### config.mk
export PLATFORM = sky130hd
export DESIGN_NAME = tdm_demux4
export DESIGN_NICKNAME = d
export VERILOG_FILES = /design/src/rtl/tdm_pkg.sv /design/src/rtl/tdm_slot_ctr.sv /design/src/rtl/tdm_demux4.sv
export SDC_FILE = /design/constraint.sdc
export NUM_CORES = 1
export LEC_CHECK = 0
export CAP_MARGIN = 20
export CORE_MARGIN = 10
export CORE_UTILIZATION = 30
export DETAILED_ROUTE_END_ITERATION = 8
export SETUP_SLACK_MARGIN = 0.1
export SLEW_MARGIN = 10
export SYNTH_ARGS = -nofsm -noshare
export SYNTH_HDL_FRONTEND = slang
export SYNTH_HIERARCHICAL = 1
export SYNTH_SLANG_ARGS = --single-unit
### constraint.sdc
create_clock -name CLK -period 1.55 [get_ports CLK]
set_clock_uncertainty 0.2 [all_clocks]
set_input_delay 0.2325 -clock CLK [delete_from_list [all_inputs] [get_ports CLK]]
set_output_delay 0.2325 -clock CLK [all_outputs]
set_load 0.02 [all_outputs]
### src/rtl/tdm_pkg.sv
// Shared types for the four-slot TDM lane: slot index, slot count and the
// frame-alignment state used by the receive-side demultiplexer.
package tdm_pkg;

    localparam int NUM_SLOTS = 4;

    typedef logic [1:0] slot_t;

    typedef enum logic {
        HUNT   = 1'b0,
        LOCKED = 1'b1
    } state_t;

endpackage

### src/rtl/tdm_slot_ctr.sv
// Two-bit wrapping slot counter shared by the TDM mux sequencer and demux.
// Priority: clr, then load0 (slot 0 consumed, next is 1), then inc.
module tdm_slot_ctr
    import tdm_pkg::*;
(
    input  logic  clk,
    input  logic  rst_n,
    input  logic  clr,
    input  logic  load0,
    input  logic  inc,
    output slot_t slot
);

    slot_t slot_reg;
    slot_t slot_next;

    always_comb begin
        slot_next = slot_reg;
        if (clr) begin
            slot_next = '0;
        end else if (load0) begin
            slot_next = slot_t'(1);
        end else if (inc) begin
            slot_next = slot_reg + slot_t'(1);
        end
    end

    always_ff @(posedge clk) begin
        if (!rst_n) begin
            slot_reg <= '0;
        end else begin
            slot_reg <= slot_next;
        end
    end

    assign slot = slot_reg;

endmodule

### src/rtl/tdm_demux4.sv
// Four-slot TDM demultiplexer: realigns on SYNC, collects slots A..D and
// updates all four channel outputs together once per complete frame.
// Optional build macro TDM_DEMUX4_STRICT_SYNC_EN: require SYNC on every slot 0.
module tdm_demux4
    import tdm_pkg::NUM_SLOTS, tdm_pkg::slot_t, tdm_pkg::state_t, tdm_pkg::HUNT;
#(
    parameter int W = 1
) (
    input  logic         CLK,
    input  logic         RST_N,
    input  logic [W-1:0] DIN,
    input  logic         VIN,
    input  logic         SYNC,
    output logic [W-1:0] A,
    output logic [W-1:0] B,
    output logic [W-1:0] C,
    output logic [W-1:0] D,
    output logic         FRAME_VLD,
    output logic [1:0]   SLOT,
    output logic         LOCKED,
    output logic         SYNC_ERR
);

    state_t       state_reg;
    state_t       state_next;
    slot_t        slot;
    logic         ctr_clr;
    logic         ctr_load0;
    logic         ctr_inc;
    logic         shadow_we;
    slot_t        wr_idx;
    logic         frame_done;
    logic         sync_err_next;

    logic [W-1:0] a_reg;
    logic [W-1:0] b_reg;
    logic [W-1:0] c_reg;
    logic [W-1:0] d_reg;
    logic         frame_vld_reg;
    logic         sync_err_reg;

    tdm_slot_ctr u_slot_ctr (
        .clk   (CLK),
        .rst_n (RST_N),
        .clr   (ctr_clr),
        .load0 (ctr_load0),
        .inc   (ctr_inc),
        .slot  (slot)
    );

    always_ff @(posedge CLK) begin
        if (!RST_N) begin
            state_reg <= HUNT;
        end else begin
            state_reg <= state_next;
        end
    end

    always_comb begin
        state_next    = state_reg;
        ctr_clr       = 1'b0;
        ctr_load0     = 1'b0;
        ctr_inc       = 1'b0;
        shadow_we     = 1'b0;
        wr_idx        = slot;
        frame_done    = 1'b0;
        sync_err_next = 1'b0;
        if (VIN) begin
            if (state_reg == HUNT) begin
                if (SYNC) begin
                    shadow_we  = 1'b1;
                    wr_idx     = '0;
                    ctr_load0  = 1'b1;
                    state_next = tdm_pkg::LOCKED;
                end
            end else if (SYNC && slot != '0) begin
                // Early marker: drop the partial frame and restart at slot 0.
                sync_err_next = 1'b1;
                shadow_we     = 1'b1;
                wr_idx        = '0;
                ctr_load0     = 1'b1;
`ifdef TDM_DEMUX4_STRICT_SYNC_EN
            end else if (!SYNC && slot == '0) begin
                sync_err_next = 1'b1;
                ctr_clr       = 1'b1;
                state_next    = HUNT;
`endif
            end else begin
                shadow_we  = 1'b1;
                ctr_inc    = 1'b1;
                frame_done = (slot == slot_t'(NUM_SLOTS - 1));
            end
        end
    end

    // Slot 3 never needs storage: it goes straight to D on completion.
    for (genvar gi = 0; gi < NUM_SLOTS - 1; gi++) begin : g_shadow
        logic [W-1:0] data_reg;
        always_ff @(posedge CLK) begin
            if (!RST_N) begin
                data_reg <= '0;
            end else if (shadow_we && wr_idx == slot_t'(gi)) begin
                data_reg <= DIN;
            end
        end
    end

    always_ff @(posedge CLK) begin
        if (!RST_N) begin
            a_reg         <= '0;
            b_reg         <= '0;
            c_reg         <= '0;
            d_reg         <= '0;
            frame_vld_reg <= 1'b0;
            sync_err_reg  <= 1'b0;
        end else begin
            frame_vld_reg <= frame_done;
            sync_err_reg  <= sync_err_next;
            if (frame_done) begin
                a_reg <= g_shadow[0].data_reg;
                b_reg <= g_shadow[1].data_reg;
                c_reg <= g_shadow[2].data_reg;
                d_reg <= DIN;
            end
        end
    end

    assign A         = a_reg;
    assign B         = b_reg;
    assign C         = c_reg;
    assign D         = d_reg;
    assign FRAME_VLD = frame_vld_reg;
    assign SLOT      = slot;
    assign LOCKED    = (state_reg == tdm_pkg::LOCKED);
    assign SYNC_ERR  = sync_err_reg;

endmodule

== Word-level counts from Yosys, hierarchy flattened ==
Index checks and enable logic that the tools add are counted.
Storage, ports and cells
  register bits: 12
  bits of input ports: 5
  output and inout port bits: 9
Operators by class
  add/subtract/negate cells: 1
  equality and inequality tests: 3
  muxes and demuxes: 18
  bitwise operators: 1
  reductions and logical operators: 9
Operator list (count)
  1-bit two-way mux: 14
  2-bit two-way mux: 4
  2-bit equality test (second input constant): 2
  1-bit logical AND: 4
  2-bit nonzero test: 2
  3-bit AND reduction: 1
  2-bit by 1-bit adder with 2-bit output (second input constant): 1
  2-bit by 1-bit equality test with 1-bit output (second input constant): 1
  2-bit logical NOT: 1
  2-bit OR reduction: 1
  1-bit inverter: 1

== Depth between registers and ports, before layout ==
Gate-level depths: netlist of run 1.
  word-level depth: 7
  gate-level depth with buffers: 4

== By module ==
Netlist of run 1, hierarchy kept.
Modules (own cells, without submodules)
  tdm_demux4: times used 1, cells each 43, area an instance 402.9 sq um, sequential area each 200.2 sq um
  tdm_slot_ctr: times used 1, cells each 9, area an instance 96.3 sq um, sequential area each 40.0 sq um

== Worst setup path before layout of run 1 ==
No wires, ideal clock.
  path type: register to register
  from: reg u_slot_ctr.slot_reg[0] (netlist: u_slot_ctr/slot[0])
  to: reg u_slot_ctr.slot_reg[1] (netlist: u_slot_ctr/slot[1])
  library setup time: 103 ps
  arrival time: 1359 ps
  slack: -112 ps
  stages on the path, launching flop included: 5
  clock period less this slack: 1662 ps
  cell sequence: dfxtp_1 > o21ai_0 > and2b_1 > a21bo_1 > a2111oi_2
Between the ends
  elaborated cells between the ends (all ways): 10
  classes of those cells: 1 x add/sub; 6 x mux; 3 x reduce/logical
RTL lines
  start: declaration: RTL line tdm_slot_ctr.sv:14  | slot_t slot_reg;
  start signal: assignment: RTL line tdm_slot_ctr.sv:32  | slot_reg <= slot_next;
  2-bit nonzero test: RTL line tdm_demux4.sv:76  | end else if (SYNC && slot != '0) begin
  1-bit logical AND: RTL line tdm_demux4.sv:76
  1-bit two-way mux: RTL line tdm_demux4.sv:76
  1-bit two-way mux: RTL line tdm_demux4.sv:69  | if (state_reg == HUNT) begin
  1-bit two-way mux: RTL line tdm_demux4.sv:68  | if (VIN) begin
  via ctr_inc: RTL line tdm_demux4.sv:29  | logic ctr_inc;
The timed path passes the listed nets, and every way through them passes these cells.
A chain may end at the register's enable or synchronous reset.

== Worst setup path after layout of run 1 ==
  from: reg state_reg (netlist: LOCKED)
  to: reg u_slot_ctr.slot_reg[1] (netlist: u_slot_ctr/slot[1])
Between the ends
  elaborated cells between the ends (all ways): 5
  classes of those cells: 4 x mux; 1 x reduce/logical
RTL lines
  start: declaration: RTL line tdm_demux4.sv:24  | state_t state_reg;
  start signal: assignment: RTL line tdm_demux4.sv:55  | state_reg <= state_next;
  1-bit two-way mux: RTL line tdm_demux4.sv:69
  1-bit two-way mux: RTL line tdm_demux4.sv:68
  via ctr_inc: RTL line tdm_demux4.sv:29
The timed path passes the listed nets, and every way through them passes these cells.

==> flow_metrics.py, run 1 <==
metrics = {
    "synthesis": {
        "ys.flop_type": "dfxtp_1",
        "synth_cell_types": 20,
        "synth_seq_cells": 12,
        "ys_warn_count": 6,
        "synth_seq_area_share_pct": 48.1,
        "yosys.area.top_type": "dfxtp_1",
        "synth_most_common_cell": "dfxtp_1",
        "synthArstFlopShare_pct": 0,
        "ys_top_cells_by_count": "dfxtp_1, nand2_1, mux2i_1, inv_1, nor2_1",
        "synth_edf_count": 0,
        "synth_area_per_cell_um2": 9.60,
        "syn_inst": 52,
        "synth_top_cell_area_share_pct": 48.1,
        "syn_area_um2": 499,
        "ys_top_cells_by_area": "dfxtp_1, mux2i_1, nand2_1, nor4b_1, a2111oi_2",
    },
    "finish": {
        "drive_above_1_share_pct": 36.1,
        "nets": 89,
        "fillCellCount": 143,
        "largest_register_ffs": 3,
        "syn2layout_area_growth_pct": 65.4,
        "n_antenna_cell": 0,
        "design_area_um2": 826,
        "fin_cells": 99,
    },
    "floorplanning": {
        "num_rows": 14,
        "core_um2": 1540,
        "die_h_um": 60.8,
        "die_area_um2": 3700,
        "start_util_pct": 32.4,
        "pin_count": 14,
        "die-width_um": 60.8,
    },
    "placement": {
        "post-dp-hpwl_um": 864,
        "dp_cells": 89,
        "dpl-instance-area_um2": 719,
        "port-buffer-count": 13,
        "gp_congestion": 0.685,
    },
    "clock_network": {
        "cts_tree": "built",
        "htreeDepth": 1,
        "cts.hold.buffers_added": 0,
        "cts_buffers": 3,
        "clkTransAtPathRegs_ns": 0.08,
        "clkLatencyLatePin_ns": 0.27,
        "clock-sinks": 12,
        "cts_buffer_depth": 2,
        "clockRootBuffer": "clkbuf_4",
    },
    "sta": {
        "rsz0062_at_grt": "yes",
        "finalHoldViolations": 0,
        "setup_viol": 0,
        "fmax_mhz": 696,
        "fin_crit_sh_pct": 92.7,
        "period_needed_ns": 1.44,
        "maxSlewViolCount": 0,
    },
    "drt": {
        "via_per_inst": 4.63,
        "drtIter0Drc": 4,
        "drt-total-wl_um": 1290,
        "vias": 458,
        "drt_first_pass_iters": 4,
        "wl_per_cell_um": 13.1,
        "drcViolationCount": 0,
        "ant_nets": 0,
    },
    "grt": {
        "grt_first_pass_wirelength_um": 2070,
        "grt_max_degree": 8,
        "grt_pass1_vias": 456,
        "overflow": 0,
        "grtUsageTotal_pct": 7.60,
        "antenna_found_initial": 0,
    },
    "critical_path": {
        "cpMaxStageDelayCell": "dfxtp_4",
        "max_stage_delay_ns": 0.36,
        "cp_max_fo": 6,
        "arrival_ns": 1.40,
        "path_delay_family": "compound AO/OA/AOI/OAI gates",
        "worstPathRequired_ns": 1.51,
        "start_kind": "flip-flop",
        "timing.critical_path.buf_inv": 0,
        "worst_setup_path_end_kind": "flip-flop",
        "path_class": "reg2reg",
        "crit_chain": "nand2_4 -> and2b_2 -> a21bo_1 -> a2111oi_2",
    },
    "pwr": {
        "fin_total_pwr_uw": 642,
        "p_per_area_nw_per_um2": 777,
        "peakVddDrop_v": 0.000553,
        "power_leakage_nw": 0.396,
    },
    "run": {
        "drv_cap": 0,
    },
    "min_path": {
        "hp-class": "in2reg",
    },
    "run_status": {
        "status": "finished, final reports clean",
    },
}
==> worst min-delay path, cell delays in order <==
cell           delay, ns
dlygate4sd2_1       0.29
a21oi_1             0.09
nor2_1              0.06
==> placed cells by master, fill, tap and decap left out <==
master and count:
clkbuf_8 1, and2b_2 1, buf_4 15, xnor2_2 1
clkdlybuf4s50_1 2, dfxtp_1 9, nor4b_2 2, o21ai_2 1
nand3b_1 1, mux2i_1 7, a21bo_1 1, a21oi_1 2
a211oi_2 1, nor3_1 1, inv_1 3, nor2_1 3
conb_1 2, nand2_1 9, nand2_4 1, o31ai_1 1
clkbuf_4 3, clkdlybuf4s15_1 1, nand4bb_1 1, a2111oi_2 1
dfxtp_4 3, dlygate4sd2_1 10
==> layout make-up <==
| class | instances | area (um^2) | share of cell area (%) |
|---|---|---|---|
| Sequential cell | 12 | 251 | 30.5 |
| Inverter | 3 | 11.3 | 1.36 |
| Tap cell | 16 | 20.0 | 2.42 |
| Multi-Input combinational cell | 36 | 277 | 33.5 |
| Clock buffer | 4 | 36.3 | 4.39 |
| Timing Repair Buffer | 28 | 230 | 27.9 |
==> cell families (layout without fill, tap and decap cells) <==
family / count (synthesis) / count (layout) / synth area share [%]
compound gates: 7 / 7 / 11.0
xor+xnor: 1 / 1 / 1.75
buf+inv: 5 / 35 / 4.26
flops: 12 / 12 / 48.1
mux: 7 / 7 / 14.0
other cells: 1 / 2 / 0.751
simple gates: 19 / 19 / 20.1
==> report_power, final <==
part / total [mW] / internal, mW / switching [mW]
logic: 0.0796 / 0.0413 / 0.0383
clock network: 0.248 / 0.143 / 0.105
registers: 0.314 / 0.310 / 0.00382
total: 0.642 / 0.494 / 0.148
==> through the flow <==
step | util, % | hold WS, ns | worst slack [ns] | TNS, ns
final | 53.6 | 0.226 | 0.113 | 0
after global routing | 53.6 | 0.231 | 0.0260 | 0
after CTS | 50.4 | 0.185 | 0.106 | 0
after detailed placement | 46.7 | 0.257 | -0.317 | -1.58
after global placement | 46.7 | 0.247 | -0.255 | -1.28
after floorplan | - | 0.173 | 0.102 | 0
==> timing repair <==
item	4_1_cts	5_1_grt
endpoints found under the setup margin	12	4
pin swaps	2	1
resized for setup	13	7
setup buffers	4	2
==> routing by layer <==
metal	routed length [um]	vias to the layer above	global-route usage, %
met5	0	-	0
met3	85	2	5.01
met2	670	10	11.9
met4	9	0	3.45
li1	-	238	-
met1	529	208	7.73
==> path summary, 6_finish.rpt <==
path	start	end	slack (ns)	cells past startpoint
worst max-delay path	LOCKED$_SDFFE_PN0P_	u_slot_ctr/slot[1]$_SDFFE_PP0P_	0.11	4
worst min-delay path	VIN	LOCKED$_SDFFE_PN0P_	0.23	3
worst max register to register	LOCKED$_SDFFE_PN0P_	u_slot_ctr/slot[1]$_SDFFE_PP0P_	0.11	4
worst min register to register	C$_SDFFE_PN0P_	C$_SDFFE_PN0P_	0.26	2
No activity file was read; power rests on OpenSTA's default activity.
==> run 2, diff against run 1 <==
clock period = 1.2 ns   (was 1.55 ns; I/O delays follow)
==> run 2 against run 1 <==
Global-route usage decreased by 0.20 points. Die area unchanged. Combinational power increased by 58%. Sequential power increased by 29%. Register-to-register slack got worse by 0.35 ns. Setup slack got worse by 0.35 ns. Critical endpoint is now D$_SDFFE_PN0P_. Final cell count increased by 6.1%. Count of clock-buffer cells in the layout unchanged. First-iteration DRC count decreased by 25%. Flip-flop and latch count unchanged. Worst hold slack got worse by 0.15 ns. Routed wire length increased by 7.5%. The run now ends with setup timing left.
==> flow_metrics.py, run 2 (synthesis gave the netlist of run 1 again) <==
metrics = {
    "run_status": {
        "status": "finished, violations left",
        "violations": "setup timing",
    },
    "pwr": {
        "p_per_area_nw_per_um2": 904,
        "power_leakage_nw": 0.442,
        "peakVddDrop_v": 0.000489,
    },
    "min_path": {
        "hp-class": "in2reg",
    },
    "drt": {
        "drt_first_pass_iters": 3,
        "vias": 488,
        "drtIter0Drc": 3,
        "wl_per_cell_um": 13.2,
        "ant_nets": 0,
        "drcViolationCount": 0,
        "via_per_inst": 4.65,
        "drt-total-wl_um": 1390,
    },
    "clock_network": {
        "clock-sinks": 12,
        "cts.hold.buffers_added": 0,
        "clkLatencyLatePin_ns": 0.27,
        "clockRootBuffer": "clkbuf_4",
        "cts_tree": "built",
        "cts_buffer_depth": 2,
        "cts_buffers": 3,
        "htreeDepth": 1,
        "clkTransAtPathRegs_ns": 0.08,
    },
    "finish": {
        "nets": 95,
        "fillCellCount": 134,
        "fin_cells": 105,
        "utilization_pct": 61.2,
        "syn2layout_area_growth_pct": 89.0,
        "layout_common_cells": "buf_4, buf_6, nand2_1",
        "drive_above_1_share_pct": 60.7,
        "final_common_cell": "buf_4",
        "largest_register_ffs": 3,
        "n_antenna_cell": 0,
    },
    "critical_path": {
        "worst_setup_path_end_kind": "flip-flop",
        "worstPathRequired_ns": 1.16,
        "path_class": "reg2reg",
        "arrival_ns": 1.39,
        "cpMaxStageDelayCell": "dfxtp_4",
        "start_kind": "flip-flop",
        "cp_max_fo": 5,
        "rrSetupSlack_ns": -0.24,
        "crit_chain": "nand2_4 -> buf_4 -> buf_6 -> nand4bb_1 -> buf_6 -> mux2i_1",
        "crit_top_cell": "buf_6",
        "max_stage_delay_ns": 0.37,
    },
    "sta": {
        "fmax_mhz": 696,
        "maxSlewViolCount": 0,
        "finalHoldViolations": 0,
        "hold_slack_ns": 0.0722,
        "final.setup.tns_ns": -2.19,
        "rsz0062_at_grt": "yes",
        "fin_crit_sh_pct": 120,
        "worst_slack_ns": -0.238,
        "period_needed_ns": 1.44,
        "setup_viol": 13,
    },
    "grt": {
        "antenna_found_initial": 0,
        "grtUsageTotal_pct": 7.40,
        "grt_pass1_vias": 460,
        "grt_first_pass_wirelength_um": 2010,
        "overflow": 0,
        "grt_max_degree": 10,
    },
    "placement": {
        "dp_cells": 92,
        "place_ws_ns": -0.582,
        "gp_congestion": 0.799,
        "port-buffer-count": 13,
        "post-dp-hpwl_um": 878,
    },
    "floorplanning": {
        "num_rows": 14,
        "die-width_um": 60.8,
        "die_area_um2": 3700,
        "core_um2": 1540,
        "start_util_pct": 32.4,
        "die_h_um": 60.8,
        "pin_count": 14,
    },
    "run": {
        "drv_cap": 0,
    },
}
[run 2: cell types whose count changed in the layout (fill, tap and decap cells not counted), sizes merged]
cell / change
buf: +15
clkdlybuf4s15: -1
dlymetal6s2s: +1
dlygate4sd2: -8
clkdlybuf4s50: -1
[run 2: final timing paths]
kind	start	to	cells after the start
setup / recovery	LOCKED$_SDFFE_PN0P_	D$_SDFFE_PN0P_	6
setup reg to reg	LOCKED$_SDFFE_PN0P_	D$_SDFFE_PN0P_	6
hold reg to reg	g_shadow[1].data_reg$_SDFFE_PN0P_	B$_SDFFE_PN0P_	2
hold / removal	RST_N	u_slot_ctr/slot[0]$_SDFFE_PP0P_	3
[run 2: repair_timing]
action	in CTS	in global routing
resized for setup	63	16
gates cloned	0	1
pin swaps	2	2
endpoints found under the setup margin	19	21
buffers inserted	5	4
[run 2: critical path: cells and delay by family (launching register included)]
family | cells | cell delay, ns
buffers and inverters | 3 | 0.42
flip-flops | 1 | 0.37
AND/OR/NAND/NOR | 2 | 0.22
multiplexers | 1 | 0.11
[run 2: stage by stage]
stage | area, um^2 | power [mW]
after floorplan | 526 | 0.454
final | 943 | 0.853
after global placement | 753 | 0.507
after global routing | 943 | 0.888
after detailed placement | 753 | 0.507
after CTS | 877 | 0.845
[run 2: final cells by class]
type                            count  area (um^2)  share of cell area, %
Timing Repair Buffer               34          315                   33.4
Inverter                            3         11.3                   1.19
Clock buffer                        4         36.3                   3.85
Multi-Input combinational cell     36          302                   32.0
Tap cell                           16         20.0                   2.12
Sequential cell                    12          259                   27.5
[run 2: routing by layer]
| metal | GRT usage, % | routed length [um] | up-vias | part of all wire [%] |
|---|---|---|---|---|
| met1 | 7.64 | 558 | 227 | 40 |
| met5 | 0 | 0 | - | 0 |
| met2 | 11.5 | 700 | 9 | 50 |
| met4 | 6.58 | 28 | 0 | 2.0 |
| li1 | - | - | 250 | - |
| met3 | 2.71 | 103 | 2 | 7.4 |
[run 2: where the power goes]
group / internal [mW] / switching [mW] / total [mW]
clock: 0.184 / 0.136 / 0.321
combinational: 0.0678 / 0.0578 / 0.126
sequential: 0.400 / 0.00601 / 0.406
==> run 3, diff against run 2 <==
CTS_CLUSTER_DIAMETER = 150   (was not set)
==> results of run 3 <==
Same layout as run 2: the final DEF is identical, and so are final timing and power.
